`src/rtl/pwm_fade_ctrl_if.sv`:
```
// rtl/pwm_fade_ctrl_if.sv - fade command handshake bundle between control logic and the fade sequencer
interface pwm_fade_ctrl_if #(
  parameter int DW = 8,
  parameter int IW = 8
);
  logic          cmd_valid;
  logic          cmd_ready;
  logic [DW-1:0] cmd_target;
  logic [DW-1:0] cmd_step;
  logic [IW-1:0] cmd_interval;

  modport master (
    output cmd_valid,
    output cmd_target,
    output cmd_step,
    output cmd_interval,
    input  cmd_ready
  );

  modport slave (
    input  cmd_valid,
    input  cmd_target,
    input  cmd_step,
    input  cmd_interval,
    output cmd_ready
  );
endinterface

```
`src/rtl/pwm_fade_ctrl.sv`:
```
// rtl/pwm_fade_ctrl.sv - walks the PWM duty toward a commanded target, one step every N periods
module pwm_fade_ctrl #(
  parameter int DW = 8,
  parameter int IW = 8
) (
  input  logic              clk,
  input  logic              rst,
  pwm_fade_ctrl_if.slave    cmd,
  input  logic              abort,
  input  logic              period_tick,
  output logic [DW-1:0]     duty,
  output logic              busy,
  output logic              done
);

  typedef enum logic [1:0] {
    S_IDLE = 2'd0,
    S_RUN  = 2'd1,
    S_DONE = 2'd2
  } state_t;

  state_t        state_q;
  logic [DW-1:0] duty_q;
  logic          busy_q;
  logic          done_q;
  logic [DW-1:0] target_q;
  logic [DW-1:0] step_q;
  logic [IW-1:0] interval_q;
  logic [IW-1:0] tick_cnt_q;
  logic          up_q;

  logic [DW-1:0] step_d;
  logic [IW-1:0] interval_d;
  logic [DW-1:0] duty_d;
  logic [DW:0]   sum_w;
  logic [DW:0]   diff_w;
  logic          tick_last;

  assign cmd.cmd_ready = (state_q == S_IDLE) && rst;
  assign duty          = duty_q;
  assign busy          = busy_q;
  assign done          = done_q;

  // One extra bit on sum/difference catches wrap so the result saturates at the target.
  always_comb begin
    step_d     = (cmd.cmd_step == '0) ? DW'(1) : cmd.cmd_step;
    interval_d = (cmd.cmd_interval == '0) ? IW'(1) : cmd.cmd_interval;
    sum_w      = {1'b0, duty_q} + {1'b0, step_q};
    diff_w     = {1'b0, duty_q} - {1'b0, step_q};
    duty_d     = duty_q;
    if (up_q) begin
      duty_d = (sum_w >= {1'b0, target_q}) ? target_q : sum_w[DW-1:0];
    end else begin
      duty_d = (diff_w[DW] || (diff_w[DW-1:0] <= target_q)) ? target_q : diff_w[DW-1:0];
    end
    tick_last = (tick_cnt_q == (interval_q - IW'(1)));
  end

  always_ff @(posedge clk) begin
    if (!rst) begin
      state_q    <= S_IDLE;
      duty_q     <= '0;
      busy_q     <= 1'b0;
      done_q     <= 1'b0;
      target_q   <= '0;
      step_q     <= '0;
      interval_q <= '0;
      tick_cnt_q <= '0;
      up_q       <= 1'b0;
    end else begin
      case (state_q)
        S_IDLE: begin
          done_q <= 1'b0;
          if (cmd.cmd_valid) begin
            target_q   <= cmd.cmd_target;
            step_q     <= step_d;
            interval_q <= interval_d;
            tick_cnt_q <= '0;
            up_q       <= (cmd.cmd_target > duty_q);
            if (cmd.cmd_target == duty_q) begin
              state_q <= S_DONE;
              busy_q  <= 1'b0;
              done_q  <= 1'b1;
            end else begin
              state_q <= S_RUN;
              busy_q  <= 1'b1;
            end
          end
        end

        S_RUN: begin
          // abort outranks a coincident tick: duty is frozen where it stands.
          if (abort) begin
            state_q    <= S_IDLE;
            busy_q     <= 1'b0;
            tick_cnt_q <= '0;
          end else if (period_tick) begin
            if (tick_last) begin
              duty_q     <= duty_d;
              tick_cnt_q <= '0;
              if (duty_d == target_q) begin
                state_q <= S_DONE;
                busy_q  <= 1'b0;
                done_q  <= 1'b1;
              end
            end else begin
              tick_cnt_q <= tick_cnt_q + IW'(1);
            end
          end
        end

        S_DONE: begin
          done_q  <= 1'b0;
          busy_q  <= 1'b0;
          state_q <= S_IDLE;
        end

        default: begin
          state_q <= S_IDLE;
          busy_q  <= 1'b0;
          done_q  <= 1'b0;
        end
      endcase
    end
  end

endmodule

```
`src/flat_wrapper.sv`:
```
// flat-port wrapper written by rule: the top's interface ports become plain ports
module pwm_fade_ctrl_flat 
#(
  parameter int DW = 8,
  parameter int IW = 8
)
  (clk, rst, abort, period_tick, duty, busy, done, cmd_cmd_valid, cmd_cmd_target, cmd_cmd_step, cmd_cmd_interval, cmd_cmd_ready);
  pwm_fade_ctrl_if #(.DW(DW), .IW(IW)) cmd_i ();
  input  logic clk;
  input  logic rst;
  input  logic abort;
  input  logic period_tick;
  output logic [DW-1:0] duty;
  output logic busy;
  output logic done;
  input wire logic [$bits(cmd_i.cmd_valid)-1:0] cmd_cmd_valid;
  input wire logic [$bits(cmd_i.cmd_target)-1:0] cmd_cmd_target;
  input wire logic [$bits(cmd_i.cmd_step)-1:0] cmd_cmd_step;
  input wire logic [$bits(cmd_i.cmd_interval)-1:0] cmd_cmd_interval;
  output wire logic [$bits(cmd_i.cmd_ready)-1:0] cmd_cmd_ready;
  assign cmd_i.cmd_valid = cmd_cmd_valid;
  assign cmd_i.cmd_target = cmd_cmd_target;
  assign cmd_i.cmd_step = cmd_cmd_step;
  assign cmd_i.cmd_interval = cmd_cmd_interval;
  assign cmd_cmd_ready = cmd_i.cmd_ready;
  pwm_fade_ctrl #(.DW(DW), .IW(IW)) u_core (.clk(clk), .rst(rst), .cmd(cmd_i), .abort(abort), .period_tick(period_tick), .duty(duty), .busy(busy), .done(done));
endmodule
```
`config.mk`:
```
export PLATFORM = sky130hd
export DESIGN_NAME = pwm_fade_ctrl_flat
export DESIGN_NICKNAME = d
export VERILOG_FILES = /design/src/rtl/pwm_fade_ctrl_if.sv /design/src/rtl/pwm_fade_ctrl.sv /design/src/flat_wrapper.sv
export SDC_FILE = /design/constraint.sdc
export NUM_CORES = 1
export LEC_CHECK = 0
export ABC_AREA = 1
export CAP_MARGIN = 20
export CELL_PAD_IN_SITES_DETAIL_PLACEMENT = 2
export CELL_PAD_IN_SITES_GLOBAL_PLACEMENT = 2
export CORE_MARGIN = 2
export CORE_UTILIZATION = 34
export DETAILED_ROUTE_END_ITERATION = 8
export PLACE_DENSITY_LB_ADDON = 0.1
export SYNTH_ARGS = -nofsm -noshare
export SYNTH_HDL_FRONTEND = slang
export SYNTH_SLANG_ARGS = --single-unit
```
`constraint.sdc`:
```
create_clock -name clk -period 5.4 [get_ports clk]
set_input_delay 1.08 -clock clk [delete_from_list [all_inputs] [get_ports clk]]
set_output_delay 1.08 -clock clk [all_outputs]
set_load 0.05 [all_outputs]
```
==> impl_results.md <==
- Area occupied by registers: 881 um^2
- Primary FF master, synth: sky130_fd_sc_hd__dfxtp_1
- Vias per cell: 5.27
- Switch share: 40.8%
- Number of hold buffers added after cts: 0
- Synth Register Bits: 44
- Setup slack, reg-to-reg: 1.28 ns
- Area growth from synthesis to layout: 16.7%
- Worst-case hold path end point: u_core.step_q[7]
- Level count of the clock H-tree: 2
- Post-layout net count: 715
- Startpoint of the worst register-to-register path: u_core.step_q[6]
- Slew Limit Fails: 0
- Width of the die: 111 um
- Via count of the first global-routing pass: 4533
- Worst-path clk slew: 0.06 ns
- Top cell type's share of synthesized area: 22.4%
- Tot Pwr: 1.34 mW
- Cell Count Post-Placement: 777
- Largest buffer count on any clock path: 2
- Routability cong.: 0.868
- TritonCTS Buffers: 5
- Number of top-level design ports: 40
- Initial core utilization: 34.6%
- Clock network fraction of total power: 27.9%
- Final standard cell utilization of the core: 40.3%
- Library cell appearing most often on the critical path: sky130_fd_sc_hd__nand2_1
- Power per unit of standard cell area: 293 mW/mm^2
- Antenna diodes: 0
- Startpoint-to-endpoint class of the critical path: flip-flop to flip-flop
- Mean instance size in the synthesized netlist: 6.42 um^2
- Overall track demand over capacity in global routing: 23.7%
- Required time reported for the critical path endpoint: 5.58 ns
- Standard cell core area: 0.0114 mm^2
- Fin cells: 786
- Total net switching power: 0.547 mW
- Worst-case headroom to the max-slew limit: 52.8%
- Proportion of synthesized flip-flops having asynchronous set or reset: 0%
- Pin slew with the least headroom to its limit: 0.707 ns
- Cell accounting for the most synthesized area: sky130_fd_sc_hd__dfxtp_1
- Reg-to-reg endpoint: u_core.state_q[0]
- Ratio of cells with drive above 1 in the final layout: 4.04%
- Number of enable flip-flop cells after synthesis: 0
- Area taken by multi-input logic gates: 0.00259 mm^2
- Worst Clk Skew: 0.00554 ns
- RSZ-0062 raised after global routing: no
- Relative contribution of sequential cells to total power: 28.4%
- Count of final hold-check violations: 0
- VDD IR max: 0.154 mV
- Number of endpoints failing setup at the final stage: 0
- Clock latency on the worst-skew pair: 0.29 ns
- Setup Total Neg Slack: 0 ns
- Worst r2r path cells: 26
- Crit path arrival time: 4.30 ns
- Share of the cycle needed by the critical path after routing: 76.2%
- Category of the worst setup path launch point: flip-flop
- Post-synthesis instance area: 0.00393 mm^2
- Status: complete, no violations
- Std-Cell Rows: 39
- First-pass GRT wire length: 23700 um
- Final worst path period need: 4.12 ns
- Resize count post-CTS: 0
- Endpoint type of the worst setup path: flip-flop
- Worst-path fanout max: 11
- Number of buffers inserted by post-CTS setup repair: 0
- Combinational share of power: 43.7%
- Final wirelength: 14200 um
- Beginning of the worst hold path: u_core.step_q[7]
- Largest net degree at the start of global routing: 36
- Hold-critical path depth: 2
- Initial detailed-routing violation count: 144
- Internal portion of total power: 0.794 mW
- Worst Hold Class: flip-flop to flip-flop
- Half-perimeter wire length of the detailed placement result: 11800 um
- Residual overflow from global routing: 0
- Clock sink total: 44
- Count leader, synth: sky130_fd_sc_hd__nand2_1
- Number of antenna violations at the first check in global routing: 0
- Leakage power: 2.16 nW
- Number of distinct library cells after synthesis: 37
- Seq/Total Area, Yosys: 22.4%
- Detailed-route DRC error count: 0
- CTS tree: done
- WHS: 0.500 ns
- Vertical die dimension: 111 um
- Synth top area cells: sky130_fd_sc_hd__dfxtp_1 22%, sky130_fd_sc_hd__ha_1 13%, sky130_fd_sc_hd__nand2_1 13%, sky130_fd_sc_hd__nand3_1 8.3%, sky130_fd_sc_hd__inv_1 8.0%
- Net count of the mapped netlist: 685
- Number of port buffers: 39
- Average wire per standard cell: 18.1 um
- Routed vias: 4143
- Fill count: 1423
- Buffer cell driving the clock tree root: sky130_fd_sc_hd__clkbuf_16
- Area of the die: 0.0124 mm^2
- Maximum clock frequency: 0.243 GHz
- Count of TritonRoute iterations in the first routing pass: 4
- Critical path's largest stage delay: 0.42 ns
- Total of warnings raised by yosys: 0
- Number of antenna-violating nets in the routed design: 0
- Maximum Capacitance Violations: 0
- Slowest CP cell: sky130_fd_sc_hd__ha_1
- Post-Synthesis Cells: 612
- Most numerous cell types in the synthesized netlist: 138 x sky130_fd_sc_hd__nand2_1, 84 x sky130_fd_sc_hd__inv_1, 65 x sky130_fd_sc_hd__nand3_1
==> registers in the layout, summed over array words and instances, names as in the netlist <==
register / flops
u_core.done: 1
u_core.duty: 8
u_core.interval_q: 8
u_core.state_q: 2
u_core.step_q: 8
u_core.target_q: 8
u_core.tick_cnt_q: 8
u_core.up_q: 1
==> worst max path at each step <==
stage | startpoint | endpoint | slack, ns | cells past startpoint
floorplan | u_core.duty[2] | u_core.state_q[0] | 2.10 | 25
global placement | rst | cmd_cmd_ready | 1.35 | 5
detailed placement | rst | cmd_cmd_ready | 1.32 | 5
CTS | rst | cmd_cmd_ready | 1.32 | 5
global route | u_core.step_q[4] | u_core.state_q[0] | 0.81 | 26
finish | u_core.step_q[6] | u_core.state_q[0] | 1.28 | 26
==> power groups by stage <==
stage / Combinational [mW] / Clock, mW / Sequential [mW]
4_1_cts: 0.585 / 0.382 / 0.381
2_1_floorplan: 0.421 / 0 / 0.381
6_report: 0.586 / 0.374 / 0.381
3_3_place_gp: 0.552 / 0 / 0.387
5_1_grt: 0.672 / 0.397 / 0.386
3_5_place_dp: 0.581 / 0 / 0.388
==> worst max-delay path, delay by kind of cell (launching register included) <==
family | cells | cell delay, ns
AOI/OAI and AO/OA | 2 | 0.22
adders and majority gates | 2 | 0.69
buffers and inverters | 2 | 0.26
DFF | 1 | 0.34
and+or+nand+nor | 20 | 2.47
==> metrics by stage <==
| stage | worst slack [ns] | area (um^2) |
|---|---|---|
| after CTS | 1.32 | 4560 |
| final | 1.28 | 4580 |
| after detailed placement | 1.32 | 4370 |
| after global routing | 0.809 | 4580 |
| after global placement | 1.35 | 4370 |
| after floorplan | 2.10 | 3930 |
==> per-layer routing <==
layer | up-vias | wire [um] | track usage (%)
li1 | 2053 | - | -
met1 | 2021 | 6200 | 29.2
met2 | 50 | 7350 | 43.3
met3 | 19 | 324 | 3.10
met4 | 0 | 329 | 6.83
met5 | - | 0 | 0
==> layout make-up <==
cell class / instances / share of cell area (%)
Multi-Input combinational cell: 463 / 56.4
Clock buffer: 7 / 3.33
Tap cell: 143 / 3.90
Inverter: 86 / 7.04
Clock inverter: 1 / 0.655
Timing Repair Buffer: 42 / 9.44
Sequential cell: 44 / 19.2
==> cell usage in the layout (no fill, tap or decap), types with 6 or more instances in the layout <==
cell / Yosys / final
sky130_fd_sc_hd__a21oi_1: 49 / 49
sky130_fd_sc_hd__clkdlybuf4s50_1: 0 / 39
sky130_fd_sc_hd__dfxtp_1: 44 / 44
sky130_fd_sc_hd__ha_1: 42 / 42
sky130_fd_sc_hd__inv_1: 84 / 84
sky130_fd_sc_hd__nand2_1: 138 / 138
sky130_fd_sc_hd__nand3_1: 65 / 65
sky130_fd_sc_hd__nand4_1: 12 / 12
sky130_fd_sc_hd__nor2_1: 56 / 56
sky130_fd_sc_hd__nor3_1: 9 / 9
sky130_fd_sc_hd__o21ai_0: 37 / 37
sky130_fd_sc_hd__xnor2_1: 6 / 6
sky130_fd_sc_hd__xor2_1: 11 / 11
==> cell families (layout without fill, tap and decap cells) <==
group	count (synthesis)	count (layout)	synth area share (%)
AND/OR/NAND/NOR	302	302	33.9
buffers and inverters	105	136	11.8
AO/OA/AOI/OAI	100	100	13.7
adder cells (fa/ha/maj)	44	44	14.4
flip-flops	44	44	22.4
XOR/XNOR	17	17	3.79
Note: power is estimated with default switching activity, not from simulation.
